$ cat src/rtl/lif_neuron_scheduler.sv
// lif_neuron_scheduler: one shared LIF update datapath swept over N_NEURONS virtual neurons per tick.
// Optional refractory counters are enabled with `define LIF_SCHED_REFRACTORY_EN.
module lif_neuron_scheduler #(
  parameter int N_NEURONS     = 4,
  parameter int WIDTH         = 8,
  parameter int THRESHOLD     = 200,
  parameter int LEAK_SHIFT    = 1,
  parameter int REFRACT_TICKS = 2
) (
  input  logic                         clk,
  input  logic                         rst_n,
  input  logic                         cfg_we,
  input  logic [$clog2(N_NEURONS)-1:0] cfg_addr,
  input  logic [WIDTH-1:0]             cfg_data,
  input  logic                         tick,
  input  logic [$clog2(N_NEURONS)-1:0] rd_addr,
  output logic [WIDTH-1:0]             rd_data,
  output logic                         busy,
  output logic                         done,
  output logic [N_NEURONS-1:0]         spike_vec,
  output logic [7:0]                   spike_count,
  output logic                         overrun
);
  localparam int AW = $clog2(N_NEURONS);
  localparam logic [WIDTH-1:0] THR = WIDTH'(THRESHOLD);
  typedef enum logic [1:0] {IDLE, UPDATE, DONE} state_t;
  state_t st, st_nx;
  logic [WIDTH-1:0] v [N_NEURONS];
  logic [WIDTH-1:0] cur [N_NEURONS];
  logic [AW-1:0] idx;
  logic [N_NEURONS-1:0] shadow;
  logic [WIDTH-1:0] v_cur, v_nx, sat;
  logic [WIDTH:0] sum;
  logic last, fire, spike;
  assign v_cur = v[idx];
  assign last = idx == AW'(N_NEURONS - 1);
  assign fire = v_cur >= THR;
  assign sum = {1'b0, v_cur >> LEAK_SHIFT} + {1'b0, cur[idx]};
  assign sat = sum[WIDTH] ? '1 : sum[WIDTH-1:0];
`ifdef LIF_SCHED_REFRACTORY_EN
  localparam int RW = $clog2(REFRACT_TICKS + 1);
  logic [RW-1:0] refr [N_NEURONS];
  logic refr_act;
  assign refr_act = refr[idx] != '0;
  assign spike = fire && !refr_act;
  assign v_nx = (spike || refr_act) ? '0 : sat;
`else
  assign spike = fire;
  assign v_nx = spike ? '0 : sat;
`endif
  assign rd_data = v[rd_addr];
  // busy covers the accepting tick cycle so a sweep occupies N_NEURONS+2 cycles
  assign busy = st != IDLE || tick;
  assign done = st == DONE;
  always_comb begin
    st_nx = st;
    st_nx = st == IDLE ? (tick ? UPDATE : IDLE) : st == UPDATE ? (last ? DONE : UPDATE) : IDLE;
  end
  always_ff @(posedge clk or negedge rst_n) begin
    if (!rst_n) begin
      st <= IDLE;
      idx <= '0;
      shadow <= '0;
      spike_vec <= '0;
      spike_count <= '0;
      overrun <= 1'b0;
      for (int n = 0; n < N_NEURONS; n++) begin
        v[n] <= '0;
        cur[n] <= '0;
`ifdef LIF_SCHED_REFRACTORY_EN
        refr[n] <= '0;
`endif
      end
    end else begin
      st <= st_nx;
      if (cfg_we) cur[cfg_addr] <= cfg_data;
      if (tick && st != IDLE) overrun <= 1'b1;
      if (st == IDLE) begin
        idx <= '0;
        shadow <= '0;
      end
      if (st == UPDATE) begin
        v[idx] <= v_nx;
        shadow[idx] <= spike;
        idx <= idx + 1'b1;
        if (spike && spike_count != 8'hFF) spike_count <= spike_count + 8'd1;
        if (last) spike_vec <= shadow | (N_NEURONS'(spike) << idx);
`ifdef LIF_SCHED_REFRACTORY_EN
        refr[idx] <= refr_act ? refr[idx] - 1'b1 : spike ? RW'(REFRACT_TICKS) : refr[idx];
`endif
      end
    end
  end
endmodule

$ cat config.mk
export PLATFORM = sky130hd
export DESIGN_NAME = lif_neuron_scheduler
export DESIGN_NICKNAME = d
export VERILOG_FILES = /design/src/rtl/lif_neuron_scheduler.sv
export SDC_FILE = /design/constraint.sdc
export NUM_CORES = 1
export LEC_CHECK = 0
export CAP_MARGIN = 20
export CORE_ASPECT_RATIO = 0.9
export CORE_MARGIN = 1.5
export CORE_UTILIZATION = 52
export CTS_CLUSTER_SIZE = 10
export DETAILED_ROUTE_END_ITERATION = 16
export PLACE_DENSITY = 0.72
export REMOVE_ABC_BUFFERS = 1
export SLEW_MARGIN = 15
export SYNTH_ARGS = -nofsm -noshare
export SYNTH_HDL_FRONTEND = slang
export SYNTH_SLANG_ARGS = --single-unit
$ cat constraint.sdc
create_clock -name clk -period 3.4 [get_ports clk]
set_input_delay 0.68 -clock clk [delete_from_list [all_inputs] [get_ports clk]]
set_output_delay 0.68 -clock clk [all_outputs]
set_load 0.02 [all_outputs]
# Word-level counts from Yosys, hierarchy flattened
# Index checks and enable logic that the tools add are counted.
[op_classes] mux=28 bitwise_logic=4 n_reduce_logical=11 shift=1 order_cmp=8 addsub=3 n_eq_ne=4
[ops] op="two-way mux 8 bit" n=10
[ops] op="bitwise mux 32 bit" n=2
[ops] op="binary-select mux 8 bit (select 2 bit)" n=3
[ops] op="demux 8 bit (select 2 bit)" n=2
[ops] op="two-way mux 2 bit" n=5
[ops] op="adder 7 x 8 -> 9 bit" n=1
[ops] op=">= comparator 3 bit (second input constant)" n=3
[ops] op="inverter 2 -> 3 bit" n=3
[ops] op="adder 8 x 1 -> 8 bit (second input constant)" n=1
[ops] op=">= comparator 8 bit (second input constant)" n=1
[ops] op="two-way mux 4 bit" n=2
[ops] op="inequality test 8 bit (second input constant)" n=1
[ops] op="< comparator 3 x 1 -> 1 bit (second input constant)" n=2
[ops] op="logical AND 1 bit" n=5
[ops] op="bitwise mux 4 bit" n=1
[ops] op="equality test 2 bit (second input constant)" n=2
[ops] op="bitwise OR 4 bit" n=1
[ops] op="AND reduction 2 bit" n=2
[ops] op="nonzero test 2 bit" n=2
[ops] op="<< shifter 1 x 2 -> 4 bit" n=1
[ops] op="< comparator 2 x 3 -> 1 bit (second input constant)" n=1
[ops] op="adder 2 x 1 -> 2 bit (second input constant)" n=1
[ops] op="demux 1 bit (select 2 bit)" n=1
[ops] op="equality test 2 x 1 -> 1 bit (second input constant)" n=1
[ops] op="4 further kinds" n=5
[word_totals] word_cells=73 ff_bits=85 out_inout_bits=23 inputBits=16

# Depth between registers and ports, before layout
# Gate-level depths: netlist of run 1.
[depth] word_depth=8 ltp_mapped=10 mapped_depth_nobuf=8

# Least setup slack after synthesis of run 1
# OpenSTA, ideal clock, no wires.
[synth_path] path_type="register to register" from="register idx[0]" to="register v[13] (netlist bit)" setup_ns=0.137 path_slack_ns=-0.046 required_time_ns=3.263 arrival_time_ns=3.308 path_stages_with_launch=11 path_buffers=2 period_less_slack_ns=3.446 path_cell_list="dfrtp_1 -> buf_4 -> buf_1 -> mux4_2 -> ha_1 -> fa_1 -> a211o_1 -> a21oi_1 -> nor3b_2 -> a2111oi_2 -> o31ai_1"
[synth_between] elab_chain_len=8 elab_cells_between_ends=17 cone_classes="1 x add/sub; 3 x order compare; 11 x mux; 1 x bitwise; 1 x reduce/logical"
[synth_lines] item="from (decl)" line="30" rtl="logic [AW-1:0] idx;"
[synth_lines] item="from (signal assigned)" line="85" rtl="idx <= idx + 1'b1;"
[synth_lines] item="inverter 2 -> 3 bit (implied by the code) (*)" line="35, 38, 83"
[synth_lines] item="binary-select mux 8 bit (select 2 bit), on equally long branches" line="35, 38"
[synth_lines] item="two-way mux 8 bit, on equally long branches (2 in series)" line="35, 38"
[synth_lines] item="adder 7 x 8 -> 9 bit" line="38" rtl="assign sum = {1'b0, v_cur >> LEAK_SHIFT} + {1'b0, cur[idx]};"
[synth_lines] item="two-way mux 8 bit" line="39" rtl="assign sat = sum[WIDTH] ? '1 : sum[WIDTH-1:0];"
[synth_lines] item="two-way mux 8 bit" line="49" rtl="assign v_nx = spike ? '0 : sat;"
[synth_lines] item="bitwise mux 32 bit (*)" line="83" rtl="v[idx] <= v_nx;"
[synth_lines] item="to (signal, indexed assignment)" line="83"
[synth_lines] item="to (decl)" line="28" rtl="logic [WIDTH-1:0] v [N_NEURONS];"
# Every way passes the cells marked *; elsewhere a longest branch is shown, timed or not. The select of a mux whose other input is x is not followed.
# A chain may end at the register's enable or synchronous reset.

# Worst setup path after layout of run 1
# Ends and elaborated chain as after synthesis.

==> qor.csv, run 1 <==
metric,value,unit
most frequent cells in the layout,"dfrtp_1, nand2_1, o21ai_0",
Worst path max stage delay,0.53,ns
drc violations,0,
unrepaired setup endpoints after global routing,false,
max_cap viols,0,
leading area contributor after synthesis,dfrtp_1,
final setup TNS,0,ns
Root Driver,clkbuf_8,
fin. max-slew vios,0,
Fmax,0.320,GHz
via count,2852,
status,finished clean,
GRT overflow,0,
first-pass GRT wire length,14700,um
share of cells above drive strength 1,22.2,%
# diodes,0,
drt total wl,8550,um
full die area,8710,sq um
post-synth top area share,50.2,%
die height,88.7,um
final setup vio count,0,
synth unique cells,41,
worst-skew pair later-pin latency,0.36,ns
drt first-iter violations,161,
number of cell rows,31,
vias in the first global route,2964,
crit-path cells,buf_4 > mux4_2 > ha_1 > fa_1 > a211o_1 > a21oi_1 > nor3b_2 > a2111oi_2 > o31ai_1,
Final min period,3.13,ns
"Buf+Inv Stages, Crit Path",1,
mapped cell area,4240,sq um
routed wire length per instance,17.3,um
CP arrival,3.35,ns
WS Path Type,reg2reg,
Port Buffer Count,38,
Worst setup SP type,register,
post-route cell area,4990,sq um
final hold vios,0,
I/O Pins,39,
Seq cells post-synth,85,
worst slew pin tran,0.768,ns
Clock Pin Slew Worst Setup and Hold Paths,0.08,ns
"Hold-fix buffers, CTS",0,
chip width,98.2,um
largest net degree at the start of global routing,86,
setup bufs post-CTS,0,
starting density of the core,53.1,%
H-tree depth,3,
Syn-to-layout area delta,17.6,%
Global Route Usage Sum,22.0,%
Routability Congestion,0.765,
Syn. warnings,0,
CP Max Fanout,10,
CP top delay family,compound AO/OA/AOI/OAI gates,
Setup crit end kind,register,
initial antenna violation count,0,
P_leak,2.15,nW
Final #Nets,420,
"commonest non-fill, non-tap cell in the layout",dfrtp_1,
CTS tree,done,
router iterations before antenna repair,4,
Antenna Violating Nets Remaining,0,
HPWL Detailed,6020,um
Syn Inst Count,346,
syn_area_per_cell,12.3,sq um
CTS Buf Count,9,
Final Cycle Share,92.0,%
deepest clock path buffer count,2,
sequential area share after synthesis,50.2,%
Power Dens Cells,1020,nW/um^2
placed cell area,4760,sq um
Critical Path RT,3.63,ns
DR vias/cell,5.76,
post-CTS sizing,0,
clk_skew,0.00738,ns
Worst slew margin,48.8,%
master of the slowest instance on the critical path,a2111oi_2,
placeable core region,7990,sq um
Synth area leaders,"dfrtp_1, mux4_2, mux2_2, o21ai_0, nand2_1",
Max IR drop VDD,0.365,mV
HP Class,in2async,
Sink Count,85,
## worst reg2reg max path: cells and delay by family (launching register included)
family | cells | cell delay (ns)
fa+ha+maj | 2 | 0.64
flops | 1 | 0.35
compound gates | 4 | 1.17
simple gates | 1 | 0.13
mux | 1 | 0.52
buf+inv | 1 | 0.18
## cells in the mapped netlist, drive strengths merged
| master | instances |
|---|---|
| dfrtp | 85 |
| nand2 | 48 |
| o21ai | 45 |
| mux2 | 33 |
| mux4 | 23 |
| ha | 12 |
| a21oi | 11 |
| clkbuf | 11 |
| nor2 | 9 |
| xnor2 | 8 |
| inv | 7 |
| mux2i | 5 |
| nor2b | 5 |
| o31ai | 5 |
| buf | 4 |
| nand4 | 4 |
| a211o | 3 |
| nand3 | 3 |
| xor2 | 3 |
| a2111oi | 2 |
| and3 | 2 |
| nand3b | 2 |
| nor3b | 2 |
| o311ai | 2 |
| or3 | 2 |
| a221oi | 1 |
| a2bb2oi | 1 |
| a31oi | 1 |
| fa | 1 |
| nand2b | 1 |
| nor3 | 1 |
| nor4b | 1 |
| o211a | 1 |
| o211ai | 1 |
| o21ba | 1 |
## metrics by stage
stage / util (%) / setup WS (ns) / total power, mW / instances / hold WS [ns]
2_1_floorplan: - / 0.0117 / 3.47 / 331 / 0.384
3_3_place_gp: 59.6 / 0.287 / 4.23 / 479 / 0.450
3_5_place_dp: 59.6 / 0.291 / 4.31 / 479 / 0.455
4_1_cts: 62.4 / 0.275 / 5.09 / 495 / 0.473
5_1_grt: 62.4 / 0.121 / 5.47 / 495 / 0.401
6_report: 62.4 / 0.274 / 5.07 / 495 / 0.357
## worst paths after layout
check,startpoint,endpoint,slack [ns],depth (start not counted)
setup reg to reg,idx[0],v[13],0.27,9
setup / recovery,idx[0],v[13],0.27,9
hold reg to reg,spike_vec[1],spike_vec[1],0.47,2
max in group asynchronous,rst_n,cur[22],2.51,1
hold / removal,rst_n,v[16],0.36,1
min in group clk,spike_vec[1],spike_vec[1],0.47,2
## power by group
part | internal (mW) | leakage, nW | switching (mW)
logic | 1.21 | 0.994 | 1.52
clock network | 0.402 | 0.109 | 0.362
registers | 1.34 | 1.05 | 0.234
## per-layer routing
| layer | up-vias | share of wire, % | track usage [%] |
|---|---|---|---|
| li1 | 1357 | - | - |
| met1 | 1430 | 48 | 29.4 |
| met2 | 54 | 48 | 36.5 |
| met3 | 11 | 3.7 | 5.37 |
| met4 | 0 | 1.0 | 6.15 |
| met5 | - | 0 | 0 |
## final cells by class
cell class              count  area, sq um
multi-input cells         239         2030
clock buffers              12          165
clock inverters             4         55.1
fillers                   659         3000
repair buffers             49          464
flip-flops and latches     85         2130
inverters                   7         26.3
well taps                  99          124
## cells by family after synthesis
family                     after synthesis  synth area share [%]
buffers and inverters                   22                  2.07
AOI/OAI and AO/OA                       74                  10.7
DFF                                     85                  50.2
and+or+nand+nor                         80                  8.62
xor gates and xnor gates                11                  2.27
adders and majority gates               13                  4.01
muxes                                   61                  22.2
## sequential cells by signal, indices dropped and copies added (netlist names)
register,cells
cur,32
idx,2
overrun,1
shadow,4
spike_count,8
spike_vec,4
st,2
v,32
(Power assumes the default switching activity.)
==> run 2, diff against run 1 <==
--- a/config.mk
+++ b/config.mk
@@ -5,13 +5,13 @@
 export SDC_FILE = /design/constraint.sdc
 export NUM_CORES = 1
 export LEC_CHECK = 0
+export ABC_AREA = 1
 export CAP_MARGIN = 20
-export CORE_ASPECT_RATIO = 0.9
 export CORE_MARGIN = 1.5
-export CORE_UTILIZATION = 52
+export CORE_UTILIZATION = 53
 export CTS_CLUSTER_SIZE = 10
 export DETAILED_ROUTE_END_ITERATION = 16
-export PLACE_DENSITY = 0.72
+export PLACE_DENSITY = 0.73
 export REMOVE_ABC_BUFFERS = 1
 export SLEW_MARGIN = 15
 export SYNTH_ARGS = -nofsm -noshare
==> run 2 against run 1 <==
- count of clock-buffer cells in the layout is 1 higher
- critical path depth down 4
- sequential share of layout area decreased by 1.9 points
- total power up 7.3%
- non-clock buffer count fell by 7
- routed wire length is 28% higher
- hold slack worse by 0.018 ns
- global-route usage increased by 4.5 points
- worst setup slack got worse by 0.086 ns
- fmax fell by 2.7%
- largest cell class is now multi-input gates
==> qor.csv, run 2 <==
metric,value,unit,change
Final #Nets,640,,was 420
deepest clock path buffer count,2,,unchanged
first-pass GRT wire length,18700,um,was 14700 um
internal power,2.80,mW,was 2.96 mW
"most used cell, CP",clkdlybuf4s50_1,,
top-count cell post-synth,nand2_1,,was dfrtp_1
leading area contributor after synthesis,dfrtp_1,,unchanged
worst slew pin tran,0.777,ns,was 0.768 ns
WS Path Type,in2out,,was reg2reg
Post-synth EDFFs,0,,unchanged
P_leak,2.59,nW,was 2.15 nW
drc violations,0,,unchanged
starting density of the core,55.3,%,was 53.1%
CP arrival,2.53,ns,was 3.35 ns
asr flop ratio synth,100,%,unchanged
GRT overflow,0,,unchanged
Power Dens Cells,1040,nW/um^2,was 1020 nW/um^2
sequential share of power,29.5,%,was 31.1%
CP Max Fanout,16,,was 10
die height,96.3,um,was 88.7 um
Max IR drop VDD,0.439,mV,was 0.365 mV
"commonest non-fill, non-tap cell in the layout",nand2_1,,was dfrtp_1
Antenna Violating Nets Remaining,0,,unchanged
syn_area_per_cell,7.91,sq um,was 12.3 sq um
full die area,9270,sq um,was 8710 sq um
Global Route Usage Sum,26.5,%,was 22.0%
unrepaired setup endpoints after global routing,false,,unchanged
CTS tree,done,,unchanged
initial antenna violation count,0,,unchanged
synth unique cells,36,,was 41
drt first-iter violations,228,,was 161
Switching Share,48.5,%,was 41.7%
Compound-Gate Fraction of Synth Area,12.0,%,was 10.7%
DR vias/cell,5.58,,was 5.76
Switch Pwr,2.63,mW,was 2.11 mW
Final min period,3.21,ns,was 3.13 ns
vias in the first global route,3855,,was 2964
# diodes,0,,unchanged
crit-path cells,clkdlybuf4s50_1 > inv_1 > o21ai_0 > o22ai_1 > clkdlybuf4s50_1,,was buf_4 > mux4_2 > ha_1 > fa_1 > a211o_1 > a21oi_1 > nor3b_2 > a2111oi_2 > o31ai_1
mux cell area share after synthesis,0,%,was 22.2%
Seq cells post-synth,85,,unchanged
Syn. warnings,0,,unchanged
Synth area leaders,"dfrtp_1, nand2_1, o21ai_0, nand3_1, nor2_1",,"was dfrtp_1, mux4_2, mux2_2, o21ai_0, nand2_1"
Root Driver,clkbuf_8,,unchanged
"Hold-fix buffers, CTS",0,,unchanged
Util after Layout,62.5,%,was 62.4%
Regs by FF count,"cur: 32 flops, v: 32 flops, spike_count: 8 flops",,unchanged
largest family of logic cells by synthesized area,simple AND/OR/NAND/NOR gates,,was multiplexers
mapped cell area,4610,sq um,was 4240 sq um
Setup crit end kind,primary output,,was register
max_cap viols,0,,unchanged
Port Buffer Count,38,,unchanged
drt total wl,11000,um,was 8550 um
status,finished clean,,unchanged
Critical Path RT,2.72,ns,was 3.63 ns
fin. max-slew vios,0,,unchanged
worst-skew pair later-pin latency,0.36,ns,about the same
Routability Congestion,0.843,,was 0.765
final setup TNS,0,ns,unchanged
Clock power frac,13.9,%,was 15.1%
placeable core region,8340,sq um,was 7990 sq um
Gate power share,56.6,%,was 53.8%
Adder-Cell Fraction of Synth Area,3.69,%,was 4.01%
I/O Pins,39,,unchanged
predominant post-synthesis flop cell,dfrtp_1,,unchanged
number of cell rows,33,,was 31
largest net degree at the start of global routing,86,,unchanged
cells on worst reg2reg path,14,,was 9
via count,4025,,was 2852
Worst slew margin,48.2,%,was 48.8%
Syn Inst Count,583,,was 346
router iterations before antenna repair,5,,was 4
chip width,96.3,um,was 98.2 um
Post-Synth Simple-Gate Area,29.6,%,was 8.62%
final setup vio count,0,,unchanged
Worst setup SP type,input pin,,was register
post-synth top area share,46.1,%,was 50.2%
master of the slowest instance on the critical path,clkdlybuf4s50_1,,was a2111oi_2
CTS Buf Count,9,,unchanged
H-tree depth,3,,unchanged
HPWL Detailed,7220,um,was 6020 um
final hold vios,0,,unchanged
Final Cycle Share,94.5,%,was 92.0%
Worst path max stage delay,0.66,ns,was 0.53 ns
Reg-to-Reg End,v[14],,was v[13]
Fmax,0.311,GHz,was 0.320 GHz
Worst R2R Start,idx[0],,unchanged
Post-synth top cells,"nand2_1, dfrtp_1, o21ai_0",,"was dfrtp_1, nand2_1, o21ai_0"
HP Class,in2async,,unchanged
clk_skew,0.0159,ns,was 0.00738 ns
reg2reg setup slack,0.66,ns,was 0.27 ns
Syn-to-layout area delta,13.0,%,was 17.6%
Sink Count,85,,unchanged
Clock Pin Slew Worst Setup and Hold Paths,0.09,ns,was 0.08 ns
post-synthesis xor/xnor area fraction,1.71,%,was 2.27%
most frequent cells in the layout,"nand2_1, dfrtp_1, o21ai_0",,"was dfrtp_1, nand2_1, o21ai_0"
post-CTS sizing,0,,unchanged
fillers,729,,was 659
share of cells above drive strength 1,8.12,%,was 22.2%
Total Power,5.44,mW,was 5.07 mW
setup bufs post-CTS,0,,unchanged
routed wire length per instance,15.2,um,was 17.3 um
sequential area share after synthesis,46.1,%,was 50.2%
-- run 2: cell count changes in the layout (fill, tap and decap cells not counted), sizes merged, moves of 5 or more --
cell / previous run / this run
o21ai: 45 / 75
buf: 12 / 5
or2: 0 / 5
mux2: 33 / 0
nand2: 48 / 183
inv: 7 / 41
o22ai: 0 / 18
nor2b: 5 / 0
mux2i: 5 / 0
nand3: 3 / 66
mux4: 23 / 0
nor2: 9 / 47
o31ai: 5 / 0
a21oi: 11 / 2
-- run 2: stage by stage --
step	setup slack, ns	cells	instance area, sq um	hold slack (ns)
4_1_cts	0.219	721	5210	0.487
3_3_place_gp	0.271	705	5000	0.457
6_report	0.188	721	5220	0.338
2_1_floorplan	0.654	558	4460	0.384
3_5_place_dp	0.224	705	5000	0.468
5_1_grt	0.0603	721	5220	0.438
-- run 2: cells by family (layout without fill, tap and decap cells) --
| kind of cell | after synthesis | in the layout |
|---|---|---|
| flip-flops | 85 | 85 |
| buffers and inverters | 66 | 99 |
| AND/OR/NAND/NOR | 309 | 309 |
| AO/OA/AOI/OAI | 101 | 101 |
| XOR/XNOR | 9 | 9 |
| adder cells (fa/ha/maj) | 13 | 13 |
-- run 2: per-layer routing --
metal / global-route usage (%) / part of all wire, % / routed length, um
met5: 0 / 0 / 0
met4: 9.66 / 1.8 / 194
met3: 3.87 / 7.7 / 841
met2: 42.0 / 45 / 4990
met1: 36.9 / 45 / 4960
-- run 2: worst max-delay path by stage --
stage	from	endpoint	slack (ns)	depth (start not counted)
global placement	rd_addr[0]	rd_data[7]	0.27	5
floorplan	idx[0]	v[0]	0.65	13
finish	rd_addr[0]	rd_data[7]	0.19	5
CTS	rd_addr[0]	rd_data[7]	0.22	5
global route	rd_addr[0]	rd_data[7]	0.06	5
detailed placement	rd_addr[0]	rd_data[7]	0.22	5
-- run 2: power by group through the flow --
stage	clock network, mW	logic, mW	registers [mW]
floorplan	0	2.13	1.63
global placement	0	2.97	1.61
detailed placement	0	3.03	1.61
CTS	0.762	3.05	1.59
global route	0.805	3.51	1.63
finish	0.757	3.08	1.60
-- run 2: cell type report --
| cell class | count | area [sq um] | share of cell area, % |
|---|---|---|---|
| Timing Repair Buffer | 42 | 412 | 7.89 |
| Sequential cell | 85 | 2130 | 40.8 |
| Inverter | 41 | 164 | 3.14 |
| Clock inverter | 3 | 42.5 | 0.816 |
| Multi-Input combinational cell | 432 | 2170 | 41.6 |
| Clock buffer | 13 | 169 | 3.24 |
| Tap cell | 105 | 131 | 2.52 |
-- run 2: worst max-delay path: cells and delay by family --
family / cells / cell delay (ns)
AOI/OAI and AO/OA: 2 / 0.35
buffers and inverters: 3 / 1.50
